==> src/rtl/prim_secded_scrub_ctrl.sv <==
// Background scrubber for a 39/32 SECDED-protected memory.
// Walks every word through a low-priority memory port, decodes it, writes
// back the corrected codeword on single-bit errors and logs double-bit errors.
//
// Code construction: data bit i uses the i-th 7-bit weight-3 column (in
// increasing numeric order), check bit j is the unit column 1<<j. Every
// column has odd weight and all columns are distinct, so an odd-weight
// syndrome marks a correctable error and an even, non-zero syndrome marks
// an uncorrectable one.

package prim_secded_39_32_pkg;

  function automatic logic [31:0] h_row(input int j);
    logic [31:0] row;
    int n;
    int w;
    row = '0;
    n = 0;
    for (int v = 0; v < 128; v++) begin
      w = 0;
      for (int b = 0; b < 7; b++) w += (v >> b) & 1;
      if (w == 3 && n < 32) begin
        if (((v >> j) & 1) != 0) row = row | (32'd1 << n);
        n++;
      end
    end
    return row;
  endfunction

  // h_mat[j] selects the data bits covered by check bit j
  localparam logic [6:0][31:0] HMat = {h_row(6), h_row(5), h_row(4), h_row(3),
                                       h_row(2), h_row(1), h_row(0)};

endpackage

module prim_secded_39_32_enc
  import prim_secded_39_32_pkg::*;
(
  input  logic [31:0] data_i,
  output logic [38:0] data_o
);

  assign data_o[31:0] = data_i;

  for (genvar j = 0; j < 7; j++) begin : g_chk
    assign data_o[32+j] = ^(data_i & HMat[j]);
  end

endmodule

module prim_secded_39_32_dec
  import prim_secded_39_32_pkg::*;
(
  input  logic [38:0] data_i,
  output logic [31:0] data_o,
  output logic [1:0]  err_o
);

  logic [6:0] syn;

  for (genvar j = 0; j < 7; j++) begin : g_syn
    assign syn[j] = ^(data_i[31:0] & HMat[j]) ^ data_i[32+j];
  end

  for (genvar i = 0; i < 32; i++) begin : g_fix
    assign data_o[i] = data_i[i] ^ (syn == {HMat[6][i], HMat[5][i], HMat[4][i],
                                            HMat[3][i], HMat[2][i], HMat[1][i],
                                            HMat[0][i]});
  end

  assign err_o[0] = ^syn;
  assign err_o[1] = ~(^syn) & (|syn);

endmodule

// state    | meaning
// ST_IDLE  | scrubbing disabled, waiting for scrub_en_i
// ST_WAIT  | interval timer counting down before the next read
// ST_READ  | read request for ptr held until granted
// ST_RESP  | waiting for read data, decode acted on in the rvalid_i cycle
// ST_WRITE | write-back of the corrected codeword held until granted
// ST_NEXT  | advance ptr (wrap + pass_done_o), then WAIT or IDLE
module prim_secded_scrub_ctrl #(
  parameter int Depth    = 1024,
  parameter int AddrW    = $clog2(Depth),
  parameter int Interval = 256,
  parameter int CntW     = 16
) (
  input  logic             clk_i,
  input  logic             rst_ni,
  input  logic             scrub_en_i,
  output logic             req_o,
  input  logic             gnt_i,
  output logic             we_o,
  output logic [AddrW-1:0] addr_o,
  output logic [38:0]      wdata_o,
  input  logic             rvalid_i,
  input  logic [38:0]      rdata_i,
  output logic             busy_o,
  output logic             pass_done_o,
  output logic [CntW-1:0]  single_cnt_o,
  output logic [CntW-1:0]  double_cnt_o,
  output logic             double_err_o,
  output logic [AddrW-1:0] err_addr_o
);

  localparam int TimW = (Interval > 1) ? $clog2(Interval) : 1;
  localparam logic [TimW-1:0]  TimLoad  = TimW'(Interval - 1);
  localparam logic [AddrW-1:0] LastAddr = AddrW'(Depth - 1);

  typedef enum logic [2:0] {
    ST_IDLE,
    ST_WAIT,
    ST_READ,
    ST_RESP,
    ST_WRITE,
    ST_NEXT
  } state_e;

  state_e           state;
  logic [AddrW-1:0] ptr;
  logic [TimW-1:0]  tim;
  logic [31:0]      dec_data;
  logic [1:0]       dec_err;
  logic [38:0]      enc_cw;

  prim_secded_39_32_dec u_dec (
    .data_i (rdata_i),
    .data_o (dec_data),
    .err_o  (dec_err)
  );

  prim_secded_39_32_enc u_enc (
    .data_i (dec_data),
    .data_o (enc_cw)
  );

  assign busy_o = !(state inside {ST_IDLE, ST_WAIT});

  // Scrub sequencer with registered memory-port and status outputs
  always_ff @(posedge clk_i or negedge rst_ni) begin
    if (!rst_ni) begin
      state        <= ST_IDLE;
      ptr          <= '0;
      tim          <= '0;
      req_o        <= 1'b0;
      we_o         <= 1'b0;
      addr_o       <= '0;
      wdata_o      <= '0;
      pass_done_o  <= 1'b0;
      double_err_o <= 1'b0;
      single_cnt_o <= '0;
      double_cnt_o <= '0;
      err_addr_o   <= '0;
    end else begin
      pass_done_o  <= 1'b0;
      double_err_o <= 1'b0;
      case (state)
        ST_IDLE: begin
          if (scrub_en_i) begin
            state <= ST_WAIT;
            tim   <= TimLoad;
          end
        end
        ST_WAIT: begin
          if (!scrub_en_i) begin
            state <= ST_IDLE;
          end else if (tim == '0) begin
            state  <= ST_READ;
            req_o  <= 1'b1;
            we_o   <= 1'b0;
            addr_o <= ptr;
          end else begin
            tim <= tim - 1'b1;
          end
        end
        ST_READ: begin
          if (gnt_i) begin
            state <= ST_RESP;
            req_o <= 1'b0;
          end
        end
        ST_RESP: begin
          if (rvalid_i) begin
            if (dec_err[0]) begin
              if (single_cnt_o != {CntW{1'b1}}) single_cnt_o <= single_cnt_o + 1'b1;
              err_addr_o <= ptr;
              wdata_o    <= enc_cw;
              req_o      <= 1'b1;
              we_o       <= 1'b1;
              addr_o     <= ptr;
              state      <= ST_WRITE;
            end else begin
              if (dec_err[1]) begin
                if (double_cnt_o != {CntW{1'b1}}) double_cnt_o <= double_cnt_o + 1'b1;
                err_addr_o   <= ptr;
                double_err_o <= 1'b1;
              end
              // pass_done_o is raised on entry so it is high during NEXT
              pass_done_o <= (ptr == LastAddr);
              state       <= ST_NEXT;
            end
          end
        end
        ST_WRITE: begin
          if (gnt_i) begin
            req_o       <= 1'b0;
            we_o        <= 1'b0;
            wdata_o     <= '0;
            pass_done_o <= (ptr == LastAddr);
            state       <= ST_NEXT;
          end
        end
        ST_NEXT: begin
          ptr <= (ptr == LastAddr) ? '0 : ptr + 1'b1;
          if (scrub_en_i) begin
            state <= ST_WAIT;
            tim   <= TimLoad;
          end else begin
            state <= ST_IDLE;
          end
        end
        default: state <= ST_IDLE;
      endcase
    end
  end

endmodule
==> config.mk <==
export PLATFORM = sky130hd
export DESIGN_NAME = prim_secded_scrub_ctrl
export DESIGN_NICKNAME = d
export VERILOG_FILES = /design/src/rtl/prim_secded_scrub_ctrl.sv
export SDC_FILE = /design/constraint.sdc
export NUM_CORES = 1
export LEC_CHECK = 0
export CORE_ASPECT_RATIO = 1.2
export CORE_MARGIN = 2
export CORE_UTILIZATION = 48
export DETAILED_ROUTE_END_ITERATION = 10
export PLACE_DENSITY = 0.76
export SYNTH_ARGS = -nofsm -noshare
export SYNTH_HDL_FRONTEND = slang
export SYNTH_HIERARCHICAL = 1
export SYNTH_SLANG_ARGS = --single-unit
==> constraint.sdc <==
create_clock -name clk_i -period 1.85 [get_ports clk_i]
set_clock_uncertainty 0.1 [all_clocks]
set_input_delay 0.185 -clock clk_i [delete_from_list [all_inputs] [get_ports clk_i]]
set_output_delay 0.185 -clock clk_i [all_outputs]
set_load 0.03 [all_outputs]
# ---- Yosys cells after proc, flatten, opt, wreduce, memory -nomap -nowiden
# Index checks and enable logic that the tools add are counted.
dict set report totals {
  regBits 116
  in_bits 44
}
dict set report op_classes {
  add_sub_neg 4
  eq_ne 51
  mux 42
  bitwise 41
  n_reduce_logical 37
}
# operator n
set op_table {}
lappend op_table {{32-bit XOR reduction} 14}
lappend op_table {{39-bit two-way mux} 3}
lappend op_table {{7-bit == test, second input constant} 12}
lappend op_table {{39-bit one-hot mux with 2 select lines} 1}
lappend op_table {{7-bit by 6-bit == test with 1-bit output, second input constant} 10}
lappend op_table {{10-bit two-way mux} 7}
lappend op_table {{7-bit by 5-bit == test with 1-bit output, second input constant} 6}
lappend op_table {{1-bit XOR} 39}
lappend op_table {{16-bit by 1-bit adder with 16-bit output, second input constant} 2}
lappend op_table {{16-bit inequality test, second input constant} 2}
lappend op_table {{8-bit two-way mux} 3}
lappend op_table {{7-bit by 4-bit == test with 1-bit output, second input constant} 3}
lappend op_table {{10-bit one-hot mux with 2 select lines} 1}
lappend op_table {{3-bit two-way mux} 6}
lappend op_table {{3-bit one-hot mux with 6 select lines} 1}
lappend op_table {{1-bit two-way mux} 16}
lappend op_table {{8-bit one-hot mux with 2 select lines} 1}
lappend op_table {{5-bit AND reduction} 3}
lappend op_table {{2-bit inequality test, second input constant} 7}
lappend op_table {{4-bit AND reduction} 3}
lappend op_table {{6-bit AND reduction} 2}
lappend op_table {{10-bit by 1-bit adder with 10-bit output, second input constant} 1}
lappend op_table {{10-bit == test, second input constant} 1}
lappend op_table {{2-bit nonzero test} 5}
lappend op_table {{19 further kinds} 26}

# ---- Logic depth before layout (Yosys ltp)
# Gate-level depths: netlist (run 1).
dict set report logic_depth {
  ltp_word 9
  depth_mapped 17
  ltp_nobuf 16
}

# ---- Hierarchy
# Netlist (run 1), hierarchy kept.
# module instances cells_per_inst area_each_um2 seq_area_each_um2
set by_module_without_submodules {}
lappend by_module_without_submodules {prim_secded_scrub_ctrl 1 505 5172.5 2902.8}
lappend by_module_without_submodules {prim_secded_39_32_dec 1 198 1596.5 0.0}
lappend by_module_without_submodules {prim_secded_39_32_enc 1 88 923.4 0.0}

# ---- Least setup slack after synthesis (run 1)
# Ideal clock, no wire load.
dict set report synth_path {
  path_kind {input -> register}
  startpoint {in rdata_i[13]}
  endpoint {reg addr_o[0]}
  t_arrival_ns 3.195
  required_time_ns 1.622
  slack_ns -1.573
  path_stages 15
  path_cell_list {xor2_1 > xnor2_1 > xnor2_1 > xnor2_1 > xnor2_1 > ha_1 > xor2_1 > xor2_1 > xor2_1 > inv_1 > nor2_2 > a31oi_1 > a21oi_1 > buf_2 > mux2_1}
}
dict set report synth_via {
  elab_chain_cells 5
  elab_cells_between_ends 9
  cone_classes {eq/ne (1); bitwise (3); reduce/logical (5)}
}
# element line
set synth_lines {}
lappend synth_lines {{from (decl)} 98} ;# input logic [38:0] rdata_i,
lappend synth_lines {{32-bit XOR reduction} 62} ;# assign syn[j] = ^(data_i[31:0] & HMat[j]) ^ data_i[32+j];
lappend synth_lines {{1-bit XOR} 62}
lappend synth_lines {{7-bit XOR reduction (*)} 71} ;# assign err_o[0] = ^syn;
lappend synth_lines {{net dec_err[0]} 124} ;# logic [1:0] dec_err;
lappend synth_lines {{2-bit inequality test (no source line) (*)} -}
lappend synth_lines {{5-bit AND reduction (no source line) (*)} -}
lappend synth_lines {{to (signal assigned)} 172} ;# addr_o <= ptr;
lappend synth_lines {{to (signal assigned)} 191} ;# addr_o <= ptr;
lappend synth_lines {{to (decl)} 95} ;# output logic [AddrW-1:0] addr_o,
# The timed path passes the listed nets; every way through them passes the cells marked *.
# A chain may end at the register's enable or synchronous reset.

# ---- Worst setup path in the final report (run 1)
dict set report layout_path {
  startpoint {in rdata_i[31]}
  endpoint {reg wdata_o[37]}
}
dict set report layout_via {
  elab_chain_cells 8
  elab_cells_between_ends 37
  cone_classes {eq/ne (13); mux (3); bitwise (15); reduce/logical (6)}
}
# element line
set layout_lines {}
lappend layout_lines {{32-bit XOR reduction} 62}
lappend layout_lines {{1-bit XOR} 62}
lappend layout_lines {{7-bit by 6-bit == test with 1-bit output (*)} 66} ;# assign data_o[i] = data_i[i] ^ (syn == {HMat[6][i], HMat[5][i], HMat[4][i],
lappend layout_lines {{1-bit XOR (*)} 66}
lappend layout_lines {{net dec_data[14]} 123} ;# logic [31:0] dec_data;
lappend layout_lines {{32-bit XOR reduction (*)} 46} ;# assign data_o[32+j] = ^(data_i & HMat[j]);
lappend layout_lines {{net enc_cw[37]} 125} ;# logic [38:0] enc_cw;
lappend layout_lines {{39-bit two-way mux (*)} 185} ;# if (dec_err[0]) begin
lappend layout_lines {{39-bit two-way mux (*)} 184} ;# if (rvalid_i) begin
lappend layout_lines {{39-bit one-hot mux with 2 select lines (*)} 158} ;# case (state)
lappend layout_lines {{to (signal assigned)} 188} ;# wdata_o <= enc_cw;
lappend layout_lines {{to (decl)} 96} ;# output logic [38:0] wdata_o,
# The timed path passes the listed nets; every way through them passes the cells marked *. The select of a mux whose other input is x is not followed.

==> key figures, run 1 <==
Run status
  – Status: complete, but fails checks
  – Failing checks: negative setup slack

Final layout
  – Fillers: ~440
  – Proportion of layout cells with a drive suffix above 1: 0.553
  – Layout area overhead: 89.2%
  – ANT cells: 0
  – Fin nets: 1275

Floorplan
  – Die Wd: 120 µm
  – IO Count: 140
  – Initial Util: 0.492
  – Die height: approximately 140 µm
  – Core area: 15600 µm²
  – Die area: between 15000 and 20000 µm²
  – Rows: 50

Synth
  – Syn Std Cell Area: 7690 µm²
  – Syn Nets: 848
  – Synth Register Bits: 116
  – Ys flop type: dfrtp_1
  – Gate count after technology mapping: slightly below 800
  – Synth area leader: dfrtp_1
  – Netlist cell types: 57
  – Count leader, synth: nand2_1
  – Top cell type's share of synthesized area: 0.377
  – YS warnings: 6
  – Area contributors post-synth: dfrtp_1 38%, xnor2_1 14%, nand2_1 6.2%
  – Synth async-reset ratio: 1.00
  – Register area share after synthesis: 0.377
  – Post-synth EDFFs: 0
  – Syn avg cell area: 9.72 µm²
  – Synth top cells by count: 127 x nand2_1, 124 x xnor2_1, 116 x dfrtp_1, 58 x o21ai_0, 54 x xor2_1

STA
  – RSZ-0062 raised after global routing: yes
  – Worst Tran Pin Value: 855 ps
  – Fin. max-slew vios: 0
  – Final hold violations: 0
  – Final WS setup: -1850 ps
  – Final period util: 2.00
  – Max Clk Rate: 270 MHz
  – Fin Setup TNS: -139590 ps
  – Slew HR: 0.425
  – Final count of negative-setup-slack endpoints: 109
  – Hold_ws: 208 ps
  – Min Tclk post-route: 3700 ps

Worst setup path
  – Cell family with most CP delay: XOR/XNOR gates
  – Setup crit end: wdata_o[37]
  – Crit path buffers/inverters: 4
  – Crit Reg-Reg Endpoint: single_cnt_o[8]
  – R2R Setup Slk: -420 ps
  – Crit path kind: in2reg
  – Crit-path max FO: 7
  – Cell Chain, Critical Path: buf_4 -> xor2_4 -> xnor2_4 -> xnor2_2 -> xnor2_2 -> xnor2_2 -> ha_4 -> buf_4 -> nand3_1 -> a21oi_1 -> xor2_1 -> buf_4 -> xnor2_1 -> buf_4 -> xnor2_4 -> xnor3_1 -> nand2_1 -> o21ai_1
  – Crit path from: rdata_i[31]
  – RR Startpoint: single_cnt_o[11]
  – WP data arrival: 3900 ps
  – Startpoint types: primary input
  – Max incr delay on CP: roughly 380 ps
  – Crit path depth: 18
  – Slowest-stage cell, CP: xnor3_1
  – CP Data Required Time: between 2000 and 2500 ps
  – CP Capture Type: register
  – Cell mode on critical path: buf_4
  – R2R cell count: 6

Global routing
  – Gr usage total: 0.345
  – Total congestion overflow: 0
  – Initial antenna violation count: 0
  – Largest net degree at the start of global routing: 40
  – First-pass GRT wire length: 45400 µm
  – Vias in the first global route: roughly 8600

Min path
  – Hold Crit Class: in2async

CTS
  – Worst-path clk slew: 60 ps
  – H-Tree Depth: 4
  – TritonCTS clock tree: yes
  – TritonCTS sink count: approximately 120
  – CTS max path bufs: 2
  – CTS Buf Count: 17
  – Root buffer cell: clkbuf_16
  – Worst skew pair latency: 420 ps

Power and ir drop
  – Worst vdd ir: ~1.8 mV
  – Power Density: 1850 nW/µm²
  – Leak: just under 7 nW

Route
  – Vias: just over 9000
  – WL final: 40500 µm
  – Post-route ant nets: 0
  – Vias per cell: 6.39
  – Drt wl/cell: 28.2 µm
  – Iteration-0 DRC count of the detailed router: 1241
  – DRC: 0
  – Pre-antenna DRT Iters: 8

Job
  – Max-Cap Viols: 0

Place
  – Gpl congestion: 0.986
  – Post-DP HPWL: roughly 17000 µm
  – PortBufs: 139
worst reg2reg max path: stages (launching register included):
cell     delay, ps
dfrtp_1        440
buf_4          150
and4_1         240
nand4_1        190
nor4_1         540
and4b_1        310
xor2_1         170
repair_timing:
item / CTS / global route
pin swaps: 115 / 131
gates cloned: 13 / 2
hold buffers: 1 / 0
setup buffers: 67 / 61
endpoints found under the setup margin: 117 / 120
gates resized for setup: 340 / 287
endpoints found under the hold margin: 35 / 0
area by class of cell:
class / instances / area (µm²) / area share
Tap cell: 208 / 260 / 0.0179
Timing Repair Buffer: 464 / 4360 / 0.299
Clock buffer: 21 / 470 / 0.0323
Multi-Input combinational cell: 601 / 6410 / 0.440
Clock inverter: 9 / 81.3 / 0.00559
Sequential cell: 116 / 2910 / 0.200
Inverter: 18 / 71.3 / 0.00490
registers in the layout, summed over array words and instances (netlist names):
name / cells
double_cnt_o: 16
wdata_o: 39
addr_o: 10
we_o: 1
double_err_o: 1
req_o: 1
tim: 8
ptr: 10
single_cnt_o: 16
err_addr_o: 10
pass_done_o: 1
state: 3
through the flow:
stage	power (mW)	util	instance area (µm²)	worst slack, ps	cells
floorplan	9.56	-	8020	-1440	791
global placement	13.8	0.699	10900	-2180	1289
detailed placement	14.0	0.699	10900	-2290	1289
CTS	22.3	0.839	13100	-1510	1396
global route	27.5	0.930	14600	-1850	1437
finish	27.0	0.930	14600	-1850	1437
layer usage:
metal | GRT usage | wire [µm] | vias to the layer above
met5 | 0 | 0 | -
li1 | - | - | 3512
met3 | 0.0551 | 3510 | 386
met2 | 0.639 | 19400 | 860
met4 | 0.228 | 4890 | 0
met1 | 0.358 | 12700 | 4420
cells in the final DEF, fill, tap and decap left out, types with 15 or more instances in the layout:
master and count:
buf_12 18, buf_2 23, buf_4 244, buf_6 52, clkbuf_16 19, clkdlybuf4s50_1 72, dfrtp_1 114, dlygate4sd2_1 15
nand2_1 94, nand2_4 19, nand3_1 15, nand4_1 16, nor2_1 23, o21ai_1 17, o21ai_2 29, xnor2_1 48
xnor2_2 62, xnor3_1 16, xor2_1 27, xor2_2 18
power breakdown:
group | switching [mW] | internal, mW | total, mW
Sequential | 0.585 | 3.10 | 3.68
Combinational | 10.2 | 9.90 | 20.1
Clock | 1.24 | 1.93 | 3.16
cells by family after synthesis:
| kind of cell | share of synthesized area |
|---|---|
| multiplexers | 0.0379 |
| adder cells (fa/ha/maj) | 0.0211 |
| XOR/XNOR | 0.255 |
| AO/OA/AOI/OAI | 0.0978 |
| buffers and inverters | 0.0545 |
| flip-flops | 0.377 |
| AND/OR/NAND/NOR | 0.156 |
worst min-delay path by stage:
stage	endpoint	slack, ps	cells past startpoint
finish	wdata_o[15]	210	2
global route	wdata_o[15]	250	2
CTS	wdata_o[15]	200	2
detailed placement	err_addr_o[5]	90	1
global placement	addr_o[5]	90	1
floorplan	addr_o[0]	-210	0
No activity file was read; power rests on OpenSTA's default activity.
==> run 2: changes to the inputs <==
- CORE_UTILIZATION: 48 -> 58
- PLACE_DENSITY: 0.76 -> 0.86
- clock period: 1.85 -> 4.4 ns (I/O delays scaled with it)
==> key figures, run 2 (synthesis results as in run 1) <==
Final layout
  – Largest regs: wdata_o x39, double_cnt_o x16, single_cnt_o x16
  – Fin nets: 1065 (-16%)
  – Fillers: 764 (+74%)
  – Layout area overhead: 36.2%
  – Reg with most FFs: wdata_o
  – Final Non-Filler Cells: 1187 (-17%)
  – Max FFs per register: 39 (unchanged)
  – Final instance area: 10500 µm² (-28%)
  – Most frequent cells in the layout: 138 x clkdlybuf4s50_1, 127 x nand2_1, 124 x xnor2_1, 116 x dfrtp_1, 113 x buf_4
  – ANT cells: 0 (unchanged)
  – Proportion of layout cells with a drive suffix above 1: 0.171 (-0.383)
  – Commonest non-fill, non-tap cell in the layout: clkdlybuf4s50_1

STA
  – Max Clk Rate: roughly 240 MHz
  – Slew HR: 0.586 (+0.161)
  – RSZ-0062 raised after global routing: no
  – Final count of negative-setup-slack endpoints: 0 (-100%)
  – Hold_ws: 390 ps (+183 ps)
  – Min Tclk post-route: 4130 ps
  – Final hold violations: 0 (unchanged)
  – Final WS setup: 274 ps (+2130 ps)
  – Final period util: 0.938
  – Fin. max-slew vios: 0 (unchanged)
  – Worst Tran Pin Value: 616 ps (-239 ps)

CTS
  – TritonCTS sink count: 116 (unchanged)
  – CTS max path bufs: 2 (unchanged)
  – Setup bufs post-CTS: 0 (-100%)
  – CTS Buf Count: 17 (unchanged)
  – Root buffer cell: clkbuf_16
  – TritonCTS clock tree: yes
  – H-Tree Depth: 4 (unchanged)
  – Worst skew pair latency: 400 ps (-20 ps)
  – Worst-path clk slew: 60 ps (about the same)

Route
  – Drt wl/cell: 17.7 µm (-37%)
  – DRC: 0 (unchanged)
  – WL final: 21000 µm (-48%)
  – Vias per cell: 5.60 (-12%)
  – Pre-antenna DRT Iters: 6 (-2)
  – Iteration-0 DRC count of the detailed router: 439 (-65%)
  – Vias: 6648 (-28%)
  – Post-route ant nets: 0 (unchanged)

Worst setup path
  – R2R Setup Slk: 2190 ps (+2610 ps)
  – CP Data Required Time: 4570 ps (+2530 ps)
  – Startpoint types: primary input
  – Cell Chain, Critical Path: clkdlybuf4s50_1 -> xnor2_1 -> xnor2_1 -> xnor2_1 -> xor2_1 -> ha_1 -> xor2_2 -> xor2_1 -> xor2_1 -> inv_1 -> nor2_4 -> a31oi_1 -> a21oi_1 -> buf_4 -> mux2_1
  – Crit path kind: in2reg
  – Slowest-stage cell, CP: clkdlybuf4s50_1
  – CP Capture Type: register
  – RR Startpoint: tim[0]
  – Cell family with most CP delay: XOR/XNOR gates
  – Max incr delay on CP: 630 ps (+250 ps)
  – Crit-path max FO: 11 (+4)
  – WP data arrival: 4300 ps (+400 ps)
  – Crit Reg-Reg Endpoint: addr_o[3]
  – Crit path buffers/inverters: 3 (-1)
  – R2R cell count: 7 (+1)

Place
  – Post-place setup slack: -89.1 ps (+2200 ps)
  – Gpl congestion: 0.883 (-10%)
  – DP Cell Count: 1156 (-10%)
  – Post-DP HPWL: 15600 µm (-8.0%)
  – Placed inst area: 9830 µm² (-10%)
  – PortBufs: 139 (unchanged)

Floorplan
  – Die height: 130 µm (-8.8%)
  – Die area: 14200 µm² (-17%)
  – Initial Util: 0.589 (+0.0969)
  – IO Count: 140 (unchanged)
  – Rows: 46 (-8.0%)
  – Die Wd: 109 µm (-8.7%)
  – Core area: 13100 µm² (-16%)

Min path
  – Hold Crit Class: reg2reg
  – Hold Path End: addr_o[5]
  – Hold Startpoint: addr_o[5]
  – Hold path depth: 1

Power and ir drop
  – Worst vdd ir: 0.510 mV (-71%)
  – Power Density: 646 nW/µm² (-65%)
  – Leak: 4.57 nW (-34%)
  – Overall Power: 6.77 mW (-75%)

Global routing
  – Initial antenna violation count: 0 (unchanged)
  – Total congestion overflow: 0 (unchanged)
  – Gr usage total: 0.305 (-0.0401)
  – First-pass GRT wire length: 33200 µm (-27%)
  – Vias in the first global route: 6645 (-23%)
  – Largest net degree at the start of global routing: 79 (+98%)

Run status
  – Status: finished, final reports clean

Job
  – Max-Cap Viols: 0 (unchanged)
## run 2: changes by cell type in the layout (fill, tap and decap cells not counted), moves of 19 or more
| cell | delta |
|---|---|
| buf_2 | -23 |
| buf_4 | -131 |
| buf_6 | -52 |
| clkdlybuf4s50_1 | +66 |
| nand2_1 | +33 |
| nand2_4 | -19 |
| o21ai_0 | +49 |
| o21ai_2 | -29 |
| xnor2_1 | +76 |
| xnor2_2 | -62 |
| xor2_1 | +26 |
## run 2: timing repair
action,CTS,global route
hold buffers,1,0
resized for setup,0,2
setup endpoints to repair,0,4
endpoints found under the hold margin,37,0
## run 2: power by group
| part | leakage (nW) | internal (mW) | total [mW] | switching, mW |
|---|---|---|---|---|
| Combinational | 2.76 | 1.65 | 3.73 | 2.08 |
| Sequential | 1.50 | 1.30 | 1.54 | 0.242 |
| Clock | 0.306 | 1.01 | 1.50 | 0.485 |
| Total | 4.57 | 3.96 | 6.77 | 2.81 |
## run 2: stage by stage
step,util,setup TNS [ps]
CTS,0.801,0
global placement,0.752,-0.147
detailed placement,0.752,-1070
global route,0.802,0
finish,0.802,0
floorplan,-,0
## run 2: worst reg2reg max path, cell delays in order (launching register included)
cell and delay [ps]:
dfrtp_1 400, inv_1 120, ha_1 150, nor3b_1 370, a31oi_1 140, a21oi_1 200, buf_4 240, mux2_1 360
## run 2: worst max path at each step
stage                startpoint                to  slack (ps)  cells after the start
CTS                  rdata_i[3]         addr_o[3]         310                     15
global placement     rdata_i[3]  single_cnt_o[15]        -0.1                     14
global route        rdata_i[30]  single_cnt_o[15]          30                     15
detailed placement  rdata_i[14]       wdata_o[33]         -90                     15
floorplan           rdata_i[13]         addr_o[0]         720                     15
finish               rdata_i[3]         addr_o[3]         270                     15
## run 2: per-layer routing
layer	routed length, µm	global-route usage
met1	8170	0.354
met2	11100	0.550
met3	990	0.0500
met4	774	0.132
met5	0	0
## run 2: area by class of cell
type	count	area, µm²	share of cell area
sequential	116	2900	0.277
multi-input combinational	601	4390	0.419
inverter	18	67.6	0.00645
tap	168	210	0.0201
timing repair buffer	254	2280	0.218
clock inverter	10	181	0.0173
clock buffer	20	447	0.0426
